`config.mk`:
```
export PLATFORM = sky130hd
export DESIGN_NAME = trigger_ctrl
export DESIGN_NICKNAME = d
export VERILOG_FILES = /design/src/rtl/trigger_pkg.sv /design/src/rtl/trigger_edge_det.sv /design/src/rtl/trigger_ctrl.sv
export SDC_FILE = /design/constraint.sdc
export NUM_CORES = 1
export LEC_CHECK = 0
export CORE_MARGIN = 3
export CORE_UTILIZATION = 59
export CTS_CLUSTER_SIZE = 8
export DETAILED_ROUTE_END_ITERATION = 16
export GPL_TIMING_DRIVEN = 0
export PLACE_DENSITY = 0.84
export SYNTH_ARGS = -nofsm -noshare
export SYNTH_HDL_FRONTEND = slang
export SYNTH_SLANG_ARGS = --single-unit
```
`constraint.sdc`:
```
create_clock -name clk -period 6.1 [get_ports clk]
set_clock_uncertainty 0.1 [all_clocks]
set_input_delay 0.61 -clock clk [delete_from_list [all_inputs] [get_ports clk]]
set_output_delay 0.61 -clock clk [all_outputs]
set_load 0.02 [all_outputs]
```
`src/rtl/trigger_pkg.sv`:
```
// trigger_pkg: shared types and constants for the acquisition trigger controller.
//   trig_state_t - controller FSM states
//   trig_mode_t  - trigger mode encoding as seen on the mode input
//   CNT_RST_VAL  - value loaded into the window/holdoff counter on (re)start
package trigger_pkg;

    typedef enum logic [2:0] {
        IDLE,
        PRE,
        WAIT,
        POST,
        HOLD
    } trig_state_t;

    typedef enum logic [1:0] {
        TRIG_RISE,
        TRIG_FALL,
        TRIG_BOTH,
        TRIG_AUTO
    } trig_mode_t;

    localparam int unsigned CNT_RST_VAL = 0;

endpackage

```
`src/rtl/trigger_edge_det.sv`:
```
// trigger_edge_det: hysteresis threshold comparator with separate rise/fall arm flags.
// Ports:
//   clk, rst               - clock, asynchronous active-high reset
//   clr                    - synchronous clear of both arm flags
//   valid, data            - qualified ADC sample
//   threshold, hysteresis  - trigger level and re-arm band
//   rise_edge, fall_edge   - combinational edge indications for the current sample
module trigger_edge_det #(
    parameter int unsigned DATA_W = 12
) (
    input  logic              clk,
    input  logic              rst,
    input  logic              clr,
    input  logic              valid,
    input  logic [DATA_W-1:0] data,
    input  logic [DATA_W-1:0] threshold,
    input  logic [DATA_W-1:0] hysteresis,
    output logic              rise_edge,
    output logic              fall_edge
);

    localparam logic [DATA_W:0] MAX_VAL = {1'b0, {DATA_W{1'b1}}};

    // One extra bit so threshold +/- hysteresis can be clamped instead of wrapping.
    logic [DATA_W:0] data_x;
    logic [DATA_W:0] thr_x;
    logic [DATA_W:0] hyst_x;
    logic [DATA_W:0] sum;
    logic [DATA_W:0] lo;
    logic [DATA_W:0] hi;

    logic rise_flag_q;
    logic fall_flag_q;

    always_comb begin
        data_x = {1'b0, data};
        thr_x  = {1'b0, threshold};
        hyst_x = {1'b0, hysteresis};
        sum    = thr_x + hyst_x;
        lo     = (thr_x >= hyst_x) ? (thr_x - hyst_x) : '0;
        hi     = (sum > MAX_VAL) ? MAX_VAL : sum;
    end

    assign rise_edge = valid & rise_flag_q & (data_x >= thr_x);
    assign fall_edge = valid & fall_flag_q & (data_x <= thr_x);

    // An edge consumes its flag; the signal must go back beyond the band to re-arm.
    always_ff @(posedge clk or posedge rst) begin
        if (rst) begin
            rise_flag_q <= 1'b0;
            fall_flag_q <= 1'b0;
        end else if (clr) begin
            rise_flag_q <= 1'b0;
            fall_flag_q <= 1'b0;
        end else if (valid) begin
            if (rise_edge) begin
                rise_flag_q <= 1'b0;
            end else if (data_x <= lo) begin
                rise_flag_q <= 1'b1;
            end
            if (fall_edge) begin
                fall_flag_q <= 1'b0;
            end else if (data_x >= hi) begin
                fall_flag_q <= 1'b1;
            end
        end
    end

endmodule

```
`src/rtl/trigger_ctrl.sv`:
```
// trigger_ctrl: acquisition trigger sequencer (pre / wait / post / holdoff).
// Ports:
//   clk, rst                - clock, asynchronous active-high reset
//   arm, abort, continuous  - capture control
//   sample_valid, data      - ADC sample stream
//   mode, threshold, hysteresis, pre_count, post_count, holdoff
//                           - capture settings, latched on arm and on auto re-arm
//   trig, forced, done      - registered single-cycle event pulses
//   capture_en              - write strobe for the capture buffer (combinational)
//   busy                    - controller not idle
module trigger_ctrl
    import trigger_pkg::*;
#(
    parameter int unsigned DATA_W       = 12,
    parameter int unsigned CNT_W        = 16,
    parameter int unsigned AUTO_TIMEOUT = 4096
) (
    input  logic              clk,
    input  logic              rst,
    input  logic              arm,
    input  logic              abort,
    input  logic              continuous,
    input  logic              sample_valid,
    input  logic [DATA_W-1:0] data,
    input  logic [1:0]        mode,
    input  logic [DATA_W-1:0] threshold,
    input  logic [DATA_W-1:0] hysteresis,
    input  logic [CNT_W-1:0]  pre_count,
    input  logic [CNT_W-1:0]  post_count,
    input  logic [CNT_W-1:0]  holdoff,
    output logic              trig,
    output logic              forced,
    output logic              done,
    output logic              capture_en,
    output logic              busy
);

    localparam logic [CNT_W-1:0] CNT_RST    = CNT_W'(CNT_RST_VAL);
    localparam logic [CNT_W-1:0] AUTO_LIMIT = CNT_W'(AUTO_TIMEOUT);

    trig_state_t state_q, state_d;
    logic [CNT_W-1:0] cnt_q, cnt_d, cnt_inc;

    trig_mode_t        mode_q;
    logic [DATA_W-1:0] thr_q;
    logic [DATA_W-1:0] hyst_q;
    logic [CNT_W-1:0]  pre_q;
    logic [CNT_W-1:0]  post_q;
    logic [CNT_W-1:0]  hold_q;

    logic trig_q, trig_d;
    logic forced_q, forced_d;
    logic done_q, done_d;
    logic latch;
    logic edge_clr;
    logic edge_hit;
    logic rise_edge;
    logic fall_edge;

    trigger_edge_det #(
        .DATA_W(DATA_W)
    ) u_edge_det (
        .clk       (clk),
        .rst       (rst),
        .clr       (edge_clr),
        .valid     (sample_valid),
        .data      (data),
        .threshold (thr_q),
        .hysteresis(hyst_q),
        .rise_edge (rise_edge),
        .fall_edge (fall_edge)
    );

    // Saturating increment: the counter sticks at all-ones rather than wrapping.
    assign cnt_inc = (cnt_q == '1) ? cnt_q : cnt_q + 1'b1;

    always_comb begin
        edge_hit = 1'b0;
        unique case (mode_q)
            TRIG_RISE, TRIG_AUTO: edge_hit = rise_edge;
            TRIG_FALL:            edge_hit = fall_edge;
            TRIG_BOTH:            edge_hit = rise_edge | fall_edge;
        endcase
    end

    always_comb begin
        state_d  = state_q;
        cnt_d    = cnt_q;
        trig_d   = 1'b0;
        forced_d = 1'b0;
        done_d   = 1'b0;
        latch    = 1'b0;

        if (abort) begin
            state_d = IDLE;
            cnt_d   = CNT_RST;
        end else begin
            unique case (state_q)
                IDLE: begin
                    if (arm) begin
                        state_d = PRE;
                        cnt_d   = CNT_RST;
                        latch   = 1'b1;
                    end
                end
                PRE: begin
                    if (pre_q == '0) begin
                        state_d = WAIT;
                        cnt_d   = CNT_RST;
                    end else if (sample_valid) begin
                        if (cnt_inc >= pre_q) begin
                            state_d = WAIT;
                            cnt_d   = CNT_RST;
                        end else begin
                            cnt_d = cnt_inc;
                        end
                    end
                end
                WAIT: begin
                    // A real edge wins over the timeout on the same sample.
                    if (edge_hit) begin
                        state_d = POST;
                        cnt_d   = CNT_RST;
                        trig_d  = 1'b1;
                    end else if (sample_valid && mode_q == TRIG_AUTO) begin
                        if (cnt_inc >= AUTO_LIMIT) begin
                            state_d  = POST;
                            cnt_d    = CNT_RST;
                            forced_d = 1'b1;
                        end else begin
                            cnt_d = cnt_inc;
                        end
                    end
                end
                POST: begin
                    // The triggering sample was index 0; count the ones after it.
                    if (post_q == '0) begin
                        state_d = HOLD;
                        cnt_d   = CNT_RST;
                        done_d  = 1'b1;
                    end else if (sample_valid) begin
                        if (cnt_inc >= post_q) begin
                            state_d = HOLD;
                            cnt_d   = CNT_RST;
                            done_d  = 1'b1;
                        end else begin
                            cnt_d = cnt_inc;
                        end
                    end
                end
                HOLD: begin
                    // HOLD always lasts at least one cycle, so holdoff 0 and 1 match.
                    if (cnt_inc >= hold_q) begin
                        cnt_d = CNT_RST;
                        if (continuous) begin
                            state_d = PRE;
                            latch   = 1'b1;
                        end else begin
                            state_d = IDLE;
                        end
                    end else begin
                        cnt_d = cnt_inc;
                    end
                end
                default: begin
                    state_d = IDLE;
                    cnt_d   = CNT_RST;
                end
            endcase
        end
    end

    assign edge_clr = (state_d == PRE) && (state_q != PRE);

    always_ff @(posedge clk or posedge rst) begin
        if (rst) begin
            state_q  <= IDLE;
            cnt_q    <= CNT_RST;
            trig_q   <= 1'b0;
            forced_q <= 1'b0;
            done_q   <= 1'b0;
        end else begin
            state_q  <= state_d;
            cnt_q    <= cnt_d;
            trig_q   <= trig_d;
            forced_q <= forced_d;
            done_q   <= done_d;
        end
    end

    always_ff @(posedge clk or posedge rst) begin
        if (rst) begin
            mode_q <= TRIG_RISE;
            thr_q  <= '0;
            hyst_q <= '0;
            pre_q  <= '0;
            post_q <= '0;
            hold_q <= '0;
        end else if (latch) begin
            mode_q <= trig_mode_t'(mode);
            thr_q  <= threshold;
            hyst_q <= hysteresis;
            pre_q  <= pre_count;
            post_q <= post_count;
            hold_q <= holdoff;
        end
    end

    assign trig       = trig_q;
    assign forced     = forced_q;
    assign done       = done_q;
    assign busy       = (state_q != IDLE);
    assign capture_en = sample_valid & ((state_q == PRE) | (state_q == WAIT) | (state_q == POST));

endmodule

```
-- Word-level counts from Yosys, hierarchy flattened
Cells that the tools add are included.
- bits in registers: 98
- output and inout port bits: 5
- logic and storage cells: 119
- bitwise operators: 8
- eq/ne operators: 14
- reduce and logical (&&, ||, !) cells: 14
- muxes and demuxes: 57
- magnitude comparators: 10
- $add $sub $neg: 3
- operators with widths (cell ; count):
    $mux W16 ; 13
    $pmux W16 S5 ; 1
    $ge A16 B16 Y1 ; 3
    $mux W3 ; 12
    $logic_not A16 Y1 ; 2
    $mux W1 ; 26
    $mux W13 ; 2
    $ge A12 B12 Y1 ; 2
    $add A16 B1 Y16 const B ; 1
    $eq A16 B16 Y1 const B ; 1
    $ge A16 B13 Y1 const B ; 1
    $pmux W3 S5 ; 1
    $add A12 B12 Y13 ; 1
    $ge A12 B13 Y1 ; 1
    $gt A13 B12 Y1 const B ; 1
    $le A12 B13 Y1 ; 1
    $sub A12 B12 Y13 ; 1
    $le A12 B12 Y1 ; 1
    $ne A4 B4 Y1 const B ; 3
    $reduce_bool A3 Y1 ; 3
    $eq A3 B1 Y1 const B ; 2
    $eq A3 B2 Y1 const B ; 2
    $and A1 B1 Y1 ; 5
    $eq A2 B2 Y1 const B ; 2
    14 further kinds ; 18

-- Depth between registers and ports, before layout
Gate-level depths: netlist of run 1.
- word-level depth: 12
- mapped depth: 23

-- By module
Synthesis of run 1 repeated with hierarchy kept, for this count alone.
- cells, all modules: 805
- area total of the unflattened synthesis: 7997.7 um2
- by module, submodules not included (module ; cells each ; area an instance (um2) ; instances):
    trigger_ctrl ; 501 ; 5776.8 ; 1
    trigger_edge_det ; 304 ; 2220.9 ; 1

-- Least setup slack after synthesis of run 1
Ideal clock, no wire load.
- path type: register to register
- start: reg thr_q[2]
- end: reg u_edge_det.fall_flag_q
- cell stages (with the launch flop): 23
- period minus slack after synthesis: 4.191 ns
- data required time: 5.873 ns
- setup slack: 1.909 ns
- arrival time: 3.964 ns
- cell sequence: dfrtp_1 ha_1 clkbuf_1 o21bai_1 a21oi_1 o21bai_1 a21oi_1 o31ai_1 a21oi_1 o21bai_1 a211o_1 clkbuf_1 or2_2 ha_1 nand2b_1 a21o_1 a21o_1 a211oi_1 o21ai_0 o211ai_1 a21oi_1 nor4_1 nor3_1
- cells in the longest elaborated chain, start to end: 11
- ends and longest elaborated chain (item ; RTL line ; RTL):
    from (decl) ; trigger_ctrl.sv:45 ; logic [DATA_W-1:0] thr_q;
    from (signal assigned) ; trigger_ctrl.sv:201 ; thr_q <= threshold;
    parallel branches: the longest is 11 deep, another holds $add A12 B12 Y13 ; -- ;
    to (signal assigned) ; trigger_edge_det.sv:54 ; fall_flag_q <= 1'b0;
    to (signal assigned) ; trigger_edge_det.sv:62 ; fall_flag_q <= 1'b0;
    to (signal assigned) ; trigger_edge_det.sv:64 ; fall_flag_q <= 1'b1;
    to (decl) ; trigger_edge_det.sv:33 ; logic fall_flag_q;
Several ways; the timed one is not identified. The select of a mux whose other input is x is not followed.
A chain may end at the register's enable or synchronous reset.

-- Final worst setup path of run 1
- start: reg hyst_q[0]
- end: reg u_edge_det.fall_flag_q
- cells in the longest elaborated chain, start to end: 6
- ends and longest elaborated chain (item ; RTL line ; RTL):
    from (decl) ; trigger_ctrl.sv:46 ; logic [DATA_W-1:0] hyst_q;
    from (signal assigned) ; trigger_ctrl.sv:202 ; hyst_q <= hysteresis;
    $add A12 B12 Y13 * ; trigger_edge_det.sv:39 ; sum = thr_x + hyst_x;
    $gt A13 B12 Y1 ; trigger_edge_det.sv:41 ; hi = (sum > MAX_VAL) ? MAX_VAL : sum;
    $mux W13 * ; trigger_edge_det.sv:41 ;
    $ge A12 B13 Y1 * ; trigger_edge_det.sv:63 ; end else if (data_x >= hi) begin
    $reduce_bool A3 Y1 (no source line) * ; -- ;
    $reduce_and A2 Y1 (no source line) * ; -- ;
    to (signal assigned) ; trigger_edge_det.sv:51 ; fall_flag_q <= 1'b0;
    to (signal assigned) ; trigger_edge_det.sv:62 ;
    to (signal assigned) ; trigger_edge_det.sv:64 ;
Every way passes the cells marked *; elsewhere a longest branch is shown, timed or not.

==> flow_metrics.py, run 1 <==
metrics = {
    "run_status": {
        "status": "finished, final reports clean",
    },
    "sta": {
        "hold_viol": 0,
        "drv_slew": 0,
        "slew_headroom_pct": 62.22,
        "max_freq_mhz": 199.6,
        "tightest_slew_ns": 0.5509,
        "setup_tns_ns": 0,
        "min_period_ns": 5.010,
        "fin_crit_sh_pct": 82.13,
        "setup_viol": 0,
        "rsz0062_at_grt": "no",
    },
    "clock_tree": {
        "cts_resized": 0,
        "cts.path.max_buffers": 2,
        "cts_tree": "yes",
        "htreeDepth": 3,
        "clk_pin_slew_ns": 0.07,
        "clk_latency_ns": 0.36,
        "cts_root_buf": "clkbuf_16",
        "cts_setup_buffers": 0,
        "cts-buffers-inserted": 9,
        "clock_sinks": 98,
        "cts_hold_buf": 0,
    },
    "place": {
        "gp_congestion": 0.9350,
        "dp_hpwl_um": 15030,
        "placed_area_mm2": 0.009005,
        "place_inst": 1072,
        "io_buffers": 95,
    },
    "critical_path": {
        "r2r-start": "hyst_q[0]",
        "crit_fanout": 10,
        "cp.arrival_ns": 5.14,
        "slowest_stage": "dfrtp_1",
        "crit_type": "reg2reg",
        "cp.required_ns": 6.23,
        "crit_family": "compound AO/OA/AOI/OAI gates",
        "startpoint_type": "flop",
        "cp_cell_sequence": "ha_1 -> inv_1 -> fa_1 -> o21bai_1 -> a21oi_1 -> o21bai_1 -> a21oi_1 -> o31ai_1 -> a21oi_1 -> o21bai_1 -> a211o_1 -> clkbuf_1 -> or2_2 -> ha_1 -> nand2b_1 -> a21o_1 -> a21o_1 -> a211oi_1 -> o21ai_0 -> o211ai_1 -> a21oi_1 -> nor4_1 -> nor3_1",
        "timing.rr.end": "u_edge_det.fall_flag_q",
        "crit_path_end_kind": "flop",
        "critPathMostFrequentCell": "a21oi_1",
        "cp.buffers_inverters": 2,
        "reg2reg_depth": 23,
        "startpoint": "hyst_q[0]",
        "reg2reg_slack_ns": 1.09,
        "critical-path-max-stage-delay_ns": 0.41,
    },
    "yosys": {
        "syn_inst": 804,
        "yosys_warnings": 0,
        "synth_ff_type": "dfrtp_1",
        "synthDistinctLibCells": 67,
        "syn-cell-area_mm2": 0.007809,
        "synthSimpleGateAreaFrac_pct": 15.19,
        "synth_compound_area_share_pct": 14.08,
        "synth_mux_area_share_pct": 13.20,
        "seq_area_frac_synth_pct": 31.41,
        "syn-num-nets": 1007,
        "synth_fa_ha_area_share_pct": 18.12,
        "avgSynthCellArea_um2": 9.712,
        "ys_seq_elements": 98,
        "synth_xor_area_share_pct": 2.131,
        "async_flop_share_pct": 100.0,
        "synth_top_family_by_area": "adder cells",
        "synth-edff-count": 0,
    },
    "cells_and_area": {
        "layout_common_cells": "109 x ha_1, 98 x dfrtp_1, 95 x clkdlybuf4s50_1",
        "diodes": 0,
        "drive_gt1_share_pct": 11.35,
        "areaGrowthSynthToFinish_pct": 18.73,
        "final_common_cell": "ha_1",
        "nets": 1114,
        "fillers": 946,
        "final_cells": 1088,
        "final_cell_area_mm2": 0.009271,
    },
    "global_routing": {
        "grt_pass1_vias": 6321,
        "grt_max_degree": 58,
        "grt_pass1_wl_um": 30660,
        "antenna_found_initial": 0,
        "grt_overflow": 0,
        "track_usage_pct": 26.47,
    },
    "hold_path": {
        "hold-path-cell-count": 1,
        "min_from": "hold_q[8]",
        "hold_path_end": "hold_q[8]",
        "min_path_type": "reg2reg",
    },
    "drt": {
        "ant_nets": 0,
        "dr.pass1.iters": 5,
        "vias": 6376,
        "remaining_drc_errors": 0,
        "drtIter0Drc": 443,
        "viasPerCell": 5.860,
        "wire_per_inst_um": 17.22,
        "routed_wl_um": 18730,
    },
    "die": {
        "core_mm2": 0.01277,
        "start_util_pct": 61.13,
        "die_area_mm2": 0.01465,
        "die_h_um": 121.0,
        "rows": 41,
        "die_w_um": 121.0,
        "io_pins": 97,
    },
    "power_and_ir_drop": {
        "ir_drop_v": 0.0001684,
        "fin_total_pwr_mw": 2.491,
        "cellLeakagePower_nw": 4.479,
        "p_per_area_mw_per_mm2": 268.7,
    },
    "run": {
        "maxCapViolCount": 0,
    },
}
## synth_stat cells (all sizes together), types with 9 or more instances
master | number | area share [%]
dfrtp | 98 | 31
nand3 | 19 | 1.2
o21ai | 31 | 2.0
clkbuf | 11 | 0.53
a22o | 10 | 1.1
mux2 | 75 | 13
inv | 88 | 4.2
a21oi | 46 | 2.9
ha | 109 | 17
nor2 | 47 | 2.3
nor2b | 14 | 1.1
nand2b | 11 | 0.88
xnor2 | 12 | 1.3
a21o | 14 | 1.3
nor3 | 15 | 0.96
nand4 | 13 | 1.1
buf | 11 | 1.1
and3 | 9 | 0.72
nand2 | 51 | 2.5
nor4 | 14 | 1.5
## worst max path at each step
stage / end / slack, ns / depth (start not counted)
finish: u_edge_det.fall_flag_q / 1.09 / 23
global route: u_edge_det.fall_flag_q / 0.72 / 23
CTS: u_edge_det.fall_flag_q / 1.14 / 23
detailed placement: u_edge_det.fall_flag_q / 1.17 / 23
global placement: u_edge_det.fall_flag_q / 1.21 / 22
floorplan: u_edge_det.fall_flag_q / 1.91 / 22
## logic make-up (layout without fill, tap and decap cells)
| group | count (synthesis) | after routing |
|---|---|---|
| and+or+nand+nor | 225 | 225 |
| xor gates and xnor gates | 19 | 19 |
| adders and majority gates | 112 | 112 |
| DFF | 98 | 98 |
| muxes | 79 | 79 |
| buffers and inverters | 110 | 222 |
| AOI/OAI and AO/OA | 161 | 161 |
## routing by layer
layer	track usage (%)	up-vias	wire (µm)
li1	-	3103	-
met1	34.13	3057	8403
met2	45.33	179	9062
met3	3.823	37	803
met4	9.490	0	464
met5	0	-	0
## where the power goes
| part | switching [mW] | internal (mW) | leakage (nW) |
|---|---|---|---|
| clock network | 0.248 | 0.288 | 0.127 |
| registers | 0.108 | 0.759 | 1.20 |
| logic | 0.554 | 0.534 | 3.15 |
| total | 0.910 | 1.58 | 4.48 |
## per-stage QoR
step | worst slack [ns] | hold slack (ns) | util, %
after floorplan | 1.909 | 0.3819 | -
after global placement | 1.208 | 0.3978 | 70.26
after detailed placement | 1.168 | 0.3937 | 70.50
after CTS | 1.138 | 0.4137 | 72.58
after global routing | 0.7168 | 0.4249 | 72.58
final | 1.090 | 0.4129 | 72.58
## state kept, by name, summed over array words and instances, names as in the netlist
register	flops
forced	1
post_q	16
state_q	3
thr_q	12
mode_q	2
u_edge_det.fall_flag_q	1
trig	1
pre_q	16
cnt_q	16
hyst_q	12
hold_q	16
done	1
u_edge_det.rise_flag_q	1
## worst reg2reg max path, cell delays in order, from the launching register on
cell      delay, ns
dfrtp_1        0.41
ha_1           0.19
inv_1          0.05
fa_1           0.41
o21bai_1       0.18
a21oi_1        0.12
o21bai_1       0.16
a21oi_1        0.13
o31ai_1        0.38
a21oi_1        0.14
o21bai_1       0.26
a211o_1        0.17
clkbuf_1       0.39
or2_2          0.20
ha_1           0.21
nand2b_1       0.14
a21o_1         0.17
a21o_1         0.19
a211oi_1       0.23
o21ai_0        0.13
o211ai_1       0.13
a21oi_1        0.09
nor4_1         0.25
nor3_1         0.08
## area by class of cell
cell class,instances,area [µm²],area share [%]
Multi-Input combinational cell,596,4898,52.83
Sequential cell,98,2452,26.45
Timing Repair Buffer,96,978.4,10.55
Inverter,88,332.8,3.590
Clock buffer,14,254.0,2.740
Tap cell,172,215.2,2.321
Buffer,22,127.6,1.377
Clock inverter,2,12.51,0.1350
Note: power is estimated with default switching activity, not from simulation.
==> run 2: changes to the inputs <==
CORE_UTILIZATION = 52   (was 59)
PLACE_DENSITY = 0.78   (was 0.84)
clock period = 4.55 ns   (was 6.1 ns; I/O delays follow)
==> flow_metrics.py, run 2 (synthesis gave the netlist of run 1 again) <==
metrics = {
    "drt": {
        "wire_per_inst_um": 16.83,
        "drtIter0Drc": 439,
        "remaining_drc_errors": 0,
        "dr.pass1.iters": 5,
        "vias": 6321,
        "routed_wl_um": 18640,
        "ant_nets": 0,
        "viasPerCell": 5.705,
    },
    "die": {
        "die_h_um": 128.5,
        "core_mm2": 0.01459,
        "die_w_um": 128.5,
        "start_util_pct": 53.52,
        "rows": 44,
        "io_pins": 97,
        "die_area_mm2": 0.01652,
    },
    "cells_and_area": {
        "drive_gt1_share_pct": 14.94,
        "diodes": 0,
        "postLayoutCoreUtil_pct": 64.88,
        "final_cell_area_mm2": 0.009465,
        "fillers": 1162,
        "layout_common_cells": "107 x ha_1, 97 x dfrtp_1, 95 x clkdlybuf4s50_1",
        "nets": 1122,
        "final_cells": 1108,
        "areaGrowthSynthToFinish_pct": 21.21,
        "final_common_cell": "ha_1",
    },
    "critical_path": {
        "timing.rr.end": "u_edge_det.fall_flag_q",
        "reg2reg_slack_ns": 0.15,
        "cp.required_ns": 4.69,
        "critPathMostFrequentCell": "a21oi_2",
        "cp_cell_sequence": "ha_1 -> inv_1 -> fa_2 -> o21bai_1 -> a21oi_2 -> o21bai_1 -> a21oi_2 -> o31ai_2 -> a21oi_2 -> o21bai_2 -> a211o_4 -> or2_2 -> ha_1 -> nand2b_1 -> a21o_1 -> a21o_1 -> a211oi_2 -> o21ai_1 -> o211ai_1 -> a21oi_2 -> nor4_2 -> nor3_1",
        "startpoint_type": "flop",
        "crit_type": "reg2reg",
        "crit_fanout": 8,
        "reg2reg_depth": 22,
        "cp.arrival_ns": 4.54,
        "crit_family": "compound AO/OA/AOI/OAI gates",
        "r2r-start": "hyst_q[0]",
        "crit_path_end_kind": "flop",
        "cp.buffers_inverters": 1,
        "critical-path-max-stage-delay_ns": 0.43,
        "slowest_stage": "dfrtp_1",
    },
    "sta": {
        "min_period_ns": 4.403,
        "fin_crit_sh_pct": 96.77,
        "setup_tns_ns": 0,
        "slew_headroom_pct": 59.19,
        "worst_slack_ns": 0.1470,
        "hold_viol": 0,
        "hold_slack_ns": 0.3253,
        "tightest_slew_ns": 0.6121,
        "rsz0062_at_grt": "yes",
        "drv_slew": 0,
        "max_freq_mhz": 227.1,
        "setup_viol": 0,
    },
    "place": {
        "pre_cts_slack_ns": -0.3581,
        "dp_hpwl_um": 14560,
        "placed_area_mm2": 0.009020,
        "place_inst": 1084,
        "gp_congestion": 0.9349,
        "io_buffers": 95,
    },
    "global_routing": {
        "grt_max_degree": 71,
        "grt_overflow": 0,
        "antenna_found_initial": 0,
        "grt_pass1_wl_um": 30820,
        "track_usage_pct": 23.37,
        "grt_pass1_vias": 6282,
    },
    "clock_tree": {
        "cts-buffers-inserted": 9,
        "cts.path.max_buffers": 2,
        "clock_sinks": 98,
        "htreeDepth": 3,
        "clk_pin_slew_ns": 0.07,
        "cts_root_buf": "clkbuf_16",
        "cts_tree": "yes",
        "clk_latency_ns": 0.36,
        "cts_hold_buf": 0,
    },
    "power_and_ir_drop": {
        "fin_total_pwr_mw": 3.455,
        "ir_drop_v": 0.0003080,
        "cellLeakagePower_nw": 4.564,
        "p_per_area_mw_per_mm2": 365.1,
    },
    "hold_path": {
        "hold_path_end": "state_q[2]",
        "min_from": "abort",
        "min_path_type": "in2reg",
        "hold-path-cell-count": 2,
    },
    "run": {
        "maxCapViolCount": 0,
    },
    "run_status": {
        "status": "finished, final reports clean",
    },
}
==> run 2: cell type report <==
type	count	area (µm²)	area share (%)
timing repair buffer	106	1054	11.13
tap	184	230.2	2.432
multi-input combinational	596	4982	52.64
sequential	98	2454	25.92
clock buffer	10	229.0	2.419
clock inverter	6	62.56	0.6609
inverter	88	332.8	3.516
buffer	20	121.4	1.282
==> run 2: metal layers <==
layer	part of all wire, %	wire [µm]	up-vias	GRT usage (%)
met4	2.8	529	0	7.103
met2	48	8865	178	39.69
li1	-	-	3110	-
met5	0	0	-	0
met1	45	8307	2999	30.49
met3	5.1	943	34	4.234
==> run 2: how the worst max path moves through the flow <==
stage | slack (ns) | start | depth (start not counted) | endpoint
6_report | 0.15 | hyst_q[0] | 22 | u_edge_det.fall_flag_q
5_1_grt | -0.14 | thr_q[0] | 22 | u_edge_det.fall_flag_q
4_1_cts | 0.004 | hyst_q[0] | 22 | u_edge_det.fall_flag_q
3_5_place_dp | -0.36 | hyst_q[0] | 23 | u_edge_det.fall_flag_q
3_3_place_gp | -0.35 | hyst_q[0] | 23 | u_edge_det.fall_flag_q
2_1_floorplan | 0.36 | thr_q[2] | 22 | u_edge_det.fall_flag_q
==> run 2: repair_timing <==
action / in CTS / in global routing
pin swaps: 1 / 8
gates resized for setup: 7 / 21
setup endpoints to repair: 83 / 86
endpoints found under the hold margin: 0 / 0
buffers inserted: 0 / 10
gates cloned: 0 / 0
==> run 2: where the power goes <==
group          internal, mW  leakage [nW]  switching (mW)
logic                 0.775          3.22           0.771
clock network         0.385         0.142           0.371
registers              1.02          1.20           0.138
